--- config.mk ---
export PLATFORM = sky130hd
export DESIGN_NAME = hamming_sec_reader
export DESIGN_NICKNAME = d
export VERILOG_FILES = /design/src/rtl/hamming_sec_reader_pkg.sv /design/src/rtl/hamming_sec_reader_decode.sv /design/src/rtl/hamming_sec_reader.sv
export SDC_FILE = /design/constraint.sdc
export NUM_CORES = 1
export LEC_CHECK = 0
export CAP_MARGIN = 20
export CORE_AREA = 2 2 64 66
export CTS_CLUSTER_SIZE = 24
export DETAILED_ROUTE_END_ITERATION = 10
export DIE_AREA = 0 0 66 68
export HOLD_SLACK_MARGIN = 0.15
export PLACE_DENSITY = 0.86
export SLEW_MARGIN = 5
export SYNTH_ARGS = -nofsm -noshare
export SYNTH_HDL_FRONTEND = slang
export SYNTH_SLANG_ARGS = --single-unit
--- constraint.sdc ---
create_clock -name clk -period 4.8 [get_ports clk]
set_input_delay 0.72 -clock clk [delete_from_list [all_inputs] [get_ports clk]]
set_output_delay 0.72 -clock clk [all_outputs]
set_load 0.05 [all_outputs]
--- src/rtl/hamming_sec_reader_pkg.sv ---
// Shared constants, tables and types for the Hamming(12,8) SEC read path.
// Also provides the companion encoder used by writers of the protected memory.
package hamming_sec_reader_pkg;

  localparam int HSR_ADDR_W  = 4;
  localparam int HSR_CW_W    = 12;
  localparam int HSR_DATA_W  = 8;
  localparam int HSR_CNT_W   = 8;
  localparam int HSR_SYN_W   = 4;
  localparam int HSR_SYN_MAX = 12;

  // Positions are 1-based; bit index in the codeword is position - 1.
  localparam int HSR_PARITY_POS [HSR_SYN_W]  = '{1, 2, 4, 8};
  localparam int HSR_DATA_POS   [HSR_DATA_W] = '{3, 5, 6, 7, 9, 10, 11, 12};

  typedef enum logic [1:0] {
    ST_IDLE,
    ST_READ,
    ST_DECODE,
    ST_WB
  } state_e;

  function automatic logic [HSR_CW_W-1:0] hamming_encode(input logic [HSR_DATA_W-1:0] data);
    logic [HSR_CW_W-1:0] cw;
    logic                par;
    cw = '0;
    for (int i = 0; i < HSR_DATA_W; i++) cw[HSR_DATA_POS[i]-1] = data[i];
    for (int k = 0; k < HSR_SYN_W; k++) begin
      par = 1'b0;
      for (int p = 1; p <= HSR_CW_W; p++)
        if (((p >> k) & 1) != 0) par = par ^ cw[p-1];
      cw[HSR_PARITY_POS[k]-1] = par;
    end
    return cw;
  endfunction

endpackage

--- src/rtl/hamming_sec_reader_decode.sv ---
// Combinational Hamming(12,8) SEC decoder: syndrome, single-bit correction, payload extraction.
module hamming_sec_decode
  import hamming_sec_reader_pkg::*;
(
  input  logic [HSR_CW_W-1:0]   cw_i,
  output logic [HSR_DATA_W-1:0] data_o,
  output logic [HSR_CW_W-1:0]   cw_o,
  output logic [HSR_SYN_W-1:0]  syndrome_o,
  output logic                  err_corr_o,
  output logic                  err_uncorr_o
);

  // NOTE: every output gets a value before any conditional logic, so no latches are inferred.
  always_comb begin
    syndrome_o = '0;
    for (int k = 0; k < HSR_SYN_W; k++)
      for (int p = 1; p <= HSR_CW_W; p++)
        if (((p >> k) & 1) != 0) syndrome_o[k] = syndrome_o[k] ^ cw_i[p-1];

    // Syndromes beyond the last codeword position cannot name a bit to flip.
    err_corr_o   = (syndrome_o != '0) && (int'(syndrome_o) <= HSR_SYN_MAX);
    err_uncorr_o = (syndrome_o != '0) && !err_corr_o;

    cw_o = cw_i;
    for (int p = 1; p <= HSR_CW_W; p++)
      if (err_corr_o && (int'(syndrome_o) == p)) cw_o[p-1] = ~cw_i[p-1];

    for (int i = 0; i < HSR_DATA_W; i++) data_o[i] = cw_o[HSR_DATA_POS[i]-1];
  end

endmodule

--- src/rtl/hamming_sec_reader.sv ---
// Read-side controller for the Hamming SEC protected 16x12 memory.
// Define HAMMING_SCRUB_WRITEBACK_EN to write corrected codewords back (WB state).
module hamming_sec_reader
  import hamming_sec_reader_pkg::*;
#(
  parameter int ADDR_W = HSR_ADDR_W,
  parameter int CW_W   = HSR_CW_W,
  parameter int DATA_W = HSR_DATA_W,
  parameter int CNT_W  = HSR_CNT_W
) (
  input  logic              clk,
  input  logic              rst_n,
  input  logic              rd_req,
  input  logic [ADDR_W-1:0] rd_addr,
  output logic              rd_ready,
  output logic              rd_valid,
  output logic [DATA_W-1:0] rd_data,
  output logic              err_corr,
  output logic              err_uncorr,
  output logic [3:0]        err_syndrome,
  output logic [CNT_W-1:0]  err_count,
  input  logic              err_clr,
  output logic [ADDR_W-1:0] mem_addr,
  input  logic [CW_W-1:0]   mem_rdata,
  output logic              mem_wr_en,
  output logic [CW_W-1:0]   mem_wr_data
);

  state_e              state_q, state_d;
  logic [ADDR_W-1:0]   mem_addr_q;
  logic [DATA_W-1:0]   rd_data_q;
  logic                err_corr_q, err_uncorr_q;
  logic [3:0]          syn_q;
  logic [CNT_W-1:0]    cnt_q, cnt_d;
  logic [CW_W-1:0]     corr_cw_q;

  logic [DATA_W-1:0]   dec_data;
  logic [CW_W-1:0]     dec_cw;
  logic [3:0]          dec_syn;
  logic                dec_corr, dec_uncorr;

  // The memory read is combinational, so the word is decoded while still in READ
  // and the registered results are already visible during DECODE.
  hamming_sec_decode u_decode (
    .cw_i         (mem_rdata),
    .data_o       (dec_data),
    .cw_o         (dec_cw),
    .syndrome_o   (dec_syn),
    .err_corr_o   (dec_corr),
    .err_uncorr_o (dec_uncorr)
  );

  always_comb begin
    state_d = state_q;
    unique case (state_q)
      ST_IDLE:   if (rd_req) state_d = ST_READ;
      ST_READ:   state_d = ST_DECODE;
`ifdef HAMMING_SCRUB_WRITEBACK_EN
      ST_DECODE: state_d = err_corr_q ? ST_WB : ST_IDLE;
`else
      ST_DECODE: state_d = ST_IDLE;
`endif
      default:   state_d = ST_IDLE;
    endcase
  end

  always_comb begin
    cnt_d = cnt_q;
    if (err_clr)
      cnt_d = '0;
    else if ((state_q == ST_DECODE) && err_corr_q && (cnt_q != {CNT_W{1'b1}}))
      cnt_d = cnt_q + 1'b1;
  end

  // NOTE: state registers use non-blocking assignments so every flop samples pre-edge values.
  always_ff @(posedge clk or negedge rst_n) begin
    if (!rst_n) begin
      state_q      <= ST_IDLE;
      mem_addr_q   <= '0;
      rd_data_q    <= '0;
      err_corr_q   <= 1'b0;
      err_uncorr_q <= 1'b0;
      syn_q        <= '0;
      cnt_q        <= '0;
      corr_cw_q    <= '0;
    end else begin
      state_q <= state_d;
      cnt_q   <= cnt_d;
      if ((state_q == ST_IDLE) && rd_req) mem_addr_q <= rd_addr;
      if (state_q == ST_READ) begin
        rd_data_q    <= dec_data;
        err_corr_q   <= dec_corr;
        err_uncorr_q <= dec_uncorr;
        syn_q        <= dec_syn;
        corr_cw_q    <= dec_cw;
      end
    end
  end

  assign rd_ready     = (state_q == ST_IDLE);
  assign rd_valid     = (state_q == ST_DECODE);
  assign rd_data      = rd_data_q;
  assign err_corr     = err_corr_q;
  assign err_uncorr   = err_uncorr_q;
  assign err_syndrome = syn_q;
  assign err_count    = cnt_q;
  assign mem_addr     = mem_addr_q;

`ifdef HAMMING_SCRUB_WRITEBACK_EN
  assign mem_wr_en   = (state_q == ST_WB);
  assign mem_wr_data = corr_cw_q;
`else
  assign mem_wr_en   = 1'b0;
  assign mem_wr_data = '0;
`endif

endmodule

==> flow_summary_export.csv <==
group,metric,value,unit
run_status,outcome,"finished, final reports clean",
route,viasPerCell,5.40,
cts,worstSkewPairLatency,0.27,ns
run,maxCapViolCount,0,
cts,cts.path.max_buffers,2,
sta,timing.fmax,376,MHz
worst_hold_path,hold_depth,2,
sta,clock_skew,0.00204,ns
cts,hold_buffers,0,
synthesis,synth_edf_count,0,
layout,antenna_cells,0,
synthesis,synth_top_area_share,39.2,%
synthesis,yosysSeqAreaShare,39.2,%
floorplan,start_util,46.3,%
layout,syn_to_final_growth,26.6,%
global_routing,track_usage,18.8,%
synthesis,ys_top_cells_by_area,"dfrtp_1, xnor2_2, buf_4, a221o_1, xor3_2",
floorplan,pin_count,61,
sta,finalSetupViolCount,0,
global_routing,grt_pass1_wl,6480,um
route,first_pass_iters,5,
synthesis,synth.distinct_cells,41,
cts,cts_buffers,3,
sta,tns,0,ns
floorplan,coreArea,3860,sq um
layout,fillers,321,
worst_setup_path,path_class,"in -> reg",
synthesis,yosysMostFrequentCell,"dfrtp_1",
synthesis,synth_cells,162,
route,post-route-drc-count,0,
sta,drv_slew,0,
synthesis,ys_warn_count,0,
worst_setup_path,critPathMaxFanout,10,
worst_setup_path,rrSetupSlack,2.77,ns
synthesis,syn_area_per_cell,11.0,sq um
placement,place.gp.congestion,0.875,
layout,fin_util,58.7,%
sta,max_slew_margin,35.0,%
worst_setup_path,startpoint_type,"input pin",
synthesis,synth-seq-cells,28,
route,wl_per_cell,15.4,um
global_routing,grt_pass1_vias,1336,
layout,register_area,701,sq um
placement,hpwl,2830,um
cts,ctsResizeCount,0,
worst_setup_path,worst_ep_required_time,4.96,ns
power_and_ir_drop,leakagePower,0.944,nW
worst_hold_path,hp-start,"err_syndrome[2]$_DFFE_PN0N_",
cts,cts_root_buffer,"clkbuf_8",
cts,clk_pin_slew,0.09,ns
layout,nets,228,
cts,cts_num_sinks,28,
worst_setup_path,cp-end-kind,"flop",
cts,cts_tree,"built",
worst_setup_path,r2r-start,"state_q[1]$_DFFE_PN0P_",
cts,post_cts_buffers,0,
floorplan,rows,23,
sta,fin_crit,2.66,ns
worst_hold_path,hold_path.class,"reg -> reg",
route,num_vias,1378,
synthesis,async_flop_share,100,%
layout,drive_above_1_share,12.2,%
route,totalWireLength,3930,um
power_and_ir_drop,ir_worst_vdd,0.391,mV
sta,tightest_slew,0.975,ns
floorplan,die_y,68,um
route,ant_nets,0,
worst_setup_path,r2r_end,"rd_data[5]$_DFFE_PN0N_",
sta,period_share,55.3,%
sta,final_hold_viol_count,0,
worst_hold_path,min_to,"err_syndrome[2]$_DFFE_PN0N_",
synthesis,yosys.area.top_type,"dfrtp_1",
synthesis,syn_area,1790,sq um
synthesis,ys_top_cells_by_count,"dfrtp_1, nand2_1, buf_4, nor2_1, nor4_1",
floorplan,die_w,66,um
global_routing,antenna_found_initial,0,
route,drtIter0Drc,91,
sta,rsz0062_at_grt,"false",
synthesis,synth-main-ff-cell,"dfrtp_1",
global_routing,grt_max_degree,29,
worst_setup_path,r2r_cells,5,
placement,io_buffers,47,
floorplan,fp.dieArea,4490,sq um
worst_setup_path,cp.arrival,2.81,ns
global_routing,grt.overflow.total,0,
power_and_ir_drop,p_per_area,469,nW/um^2
cts,htree_levels,1,
layout,multi_input_area,972,sq um
per-stage QoR:
stage / total power [W] / hold WS (ns) / cells / instance area (sq um) / setup WS (ns)
after floorplan: 0.000760 / 0.424 / 174 / 1830 / 2.75
after global placement: 0.000931 / 0.470 / 252 / 2220 / 1.96
after detailed placement: 0.000939 / 0.482 / 252 / 2220 / 1.90
after CTS: 0.00106 / 0.508 / 255 / 2260 / 2.18
after global routing: 0.00111 / 0.541 / 255 / 2260 / 2.05
final: 0.00106 / 0.500 / 255 / 2260 / 2.14
registers in the layout (all words and copies together) (netlist names):
name and count:
err_count 8, mem_addr 4, err_uncorr 1, err_syndrome 4, rd_data 8, err_corr 1, state_q 2
cell families after synthesis:
family / after synthesis / share of synthesized area (%)
adders and majority gates: 1 / 0.700
AOI/OAI and AO/OA: 34 / 14.6
xor gates and xnor gates: 18 / 18.4
DFF: 28 / 39.2
other: 1 / 0.210
muxes: 6 / 3.71
buffers and inverters: 22 / 8.89
and+or+nand+nor: 52 / 14.3
metal layers:
metal	track usage [%]	wire (um)
met5	0	0
met4	6.63	43
met1	25.5	1680
met3	2.80	171
met2	30.8	2030
how the worst max path moves through the flow:
| stage | startpoint | endpoint | cells after the start |
|---|---|---|---|
| 6_report | mem_rdata[11] | rd_data[5]$_DFFE_PN0N_ | 5 |
| 3_3_place_gp | mem_rdata[11] | rd_data[5]$_DFFE_PN0N_ | 5 |
| 5_1_grt | mem_rdata[11] | rd_data[0]$_DFFE_PN0N_ | 5 |
| 4_1_cts | mem_rdata[11] | rd_data[6]$_DFFE_PN0N_ | 5 |
| 3_5_place_dp | mem_rdata[11] | rd_data[5]$_DFFE_PN0N_ | 5 |
| 2_1_floorplan | mem_rdata[11] | rd_data[0]$_DFFE_PN0N_ | 4 |
area by class of cell:
type	count	share of cell area [%]
multi-input combinational	124	43.0
sequential	28	31.0
timing repair buffer	48	21.1
tap	50	2.77
clock buffer	3	1.83
inverter	2	0.332
worst max-delay path, stage by stage:
cell and delay (ns):
clkdlybuf4s50_1 0.60, xor3_2 0.54, xnor2_2 0.46, a41oi_1 0.20, a221o_1 0.30
placed cells by master (no fill, tap or decap), types with 2 or more instances in the layout:
master / synthesis / routed
clkdlybuf4s50_1: 0 / 47
xor3_2: 3 / 3
nor2_1: 12 / 12
xnor2_1: 2 / 2
a41oi_1: 8 / 8
o31ai_1: 3 / 3
a221o_1: 8 / 8
nor2b_1: 2 / 2
nand2_1: 15 / 15
o21ai_0: 3 / 3
o21ai_1: 4 / 4
dfrtp_1: 28 / 28
conb_1: 1 / 13
nor4_1: 9 / 9
or3_1: 3 / 3
clkbuf_8: 2 / 3
a21oi_1: 5 / 5
xnor3_2: 2 / 2
or4_1: 2 / 2
mux2_2: 5 / 5
nand3_1: 4 / 4
xnor2_2: 7 / 7
power by group:
part           internal, W  switching, W  leakage (nW)
combinational     0.000208      0.000393         0.565
clock            0.0000563     0.0000686        0.0216
sequential        0.000295     0.0000397         0.357
Note: power is estimated with default switching activity, not from simulation.
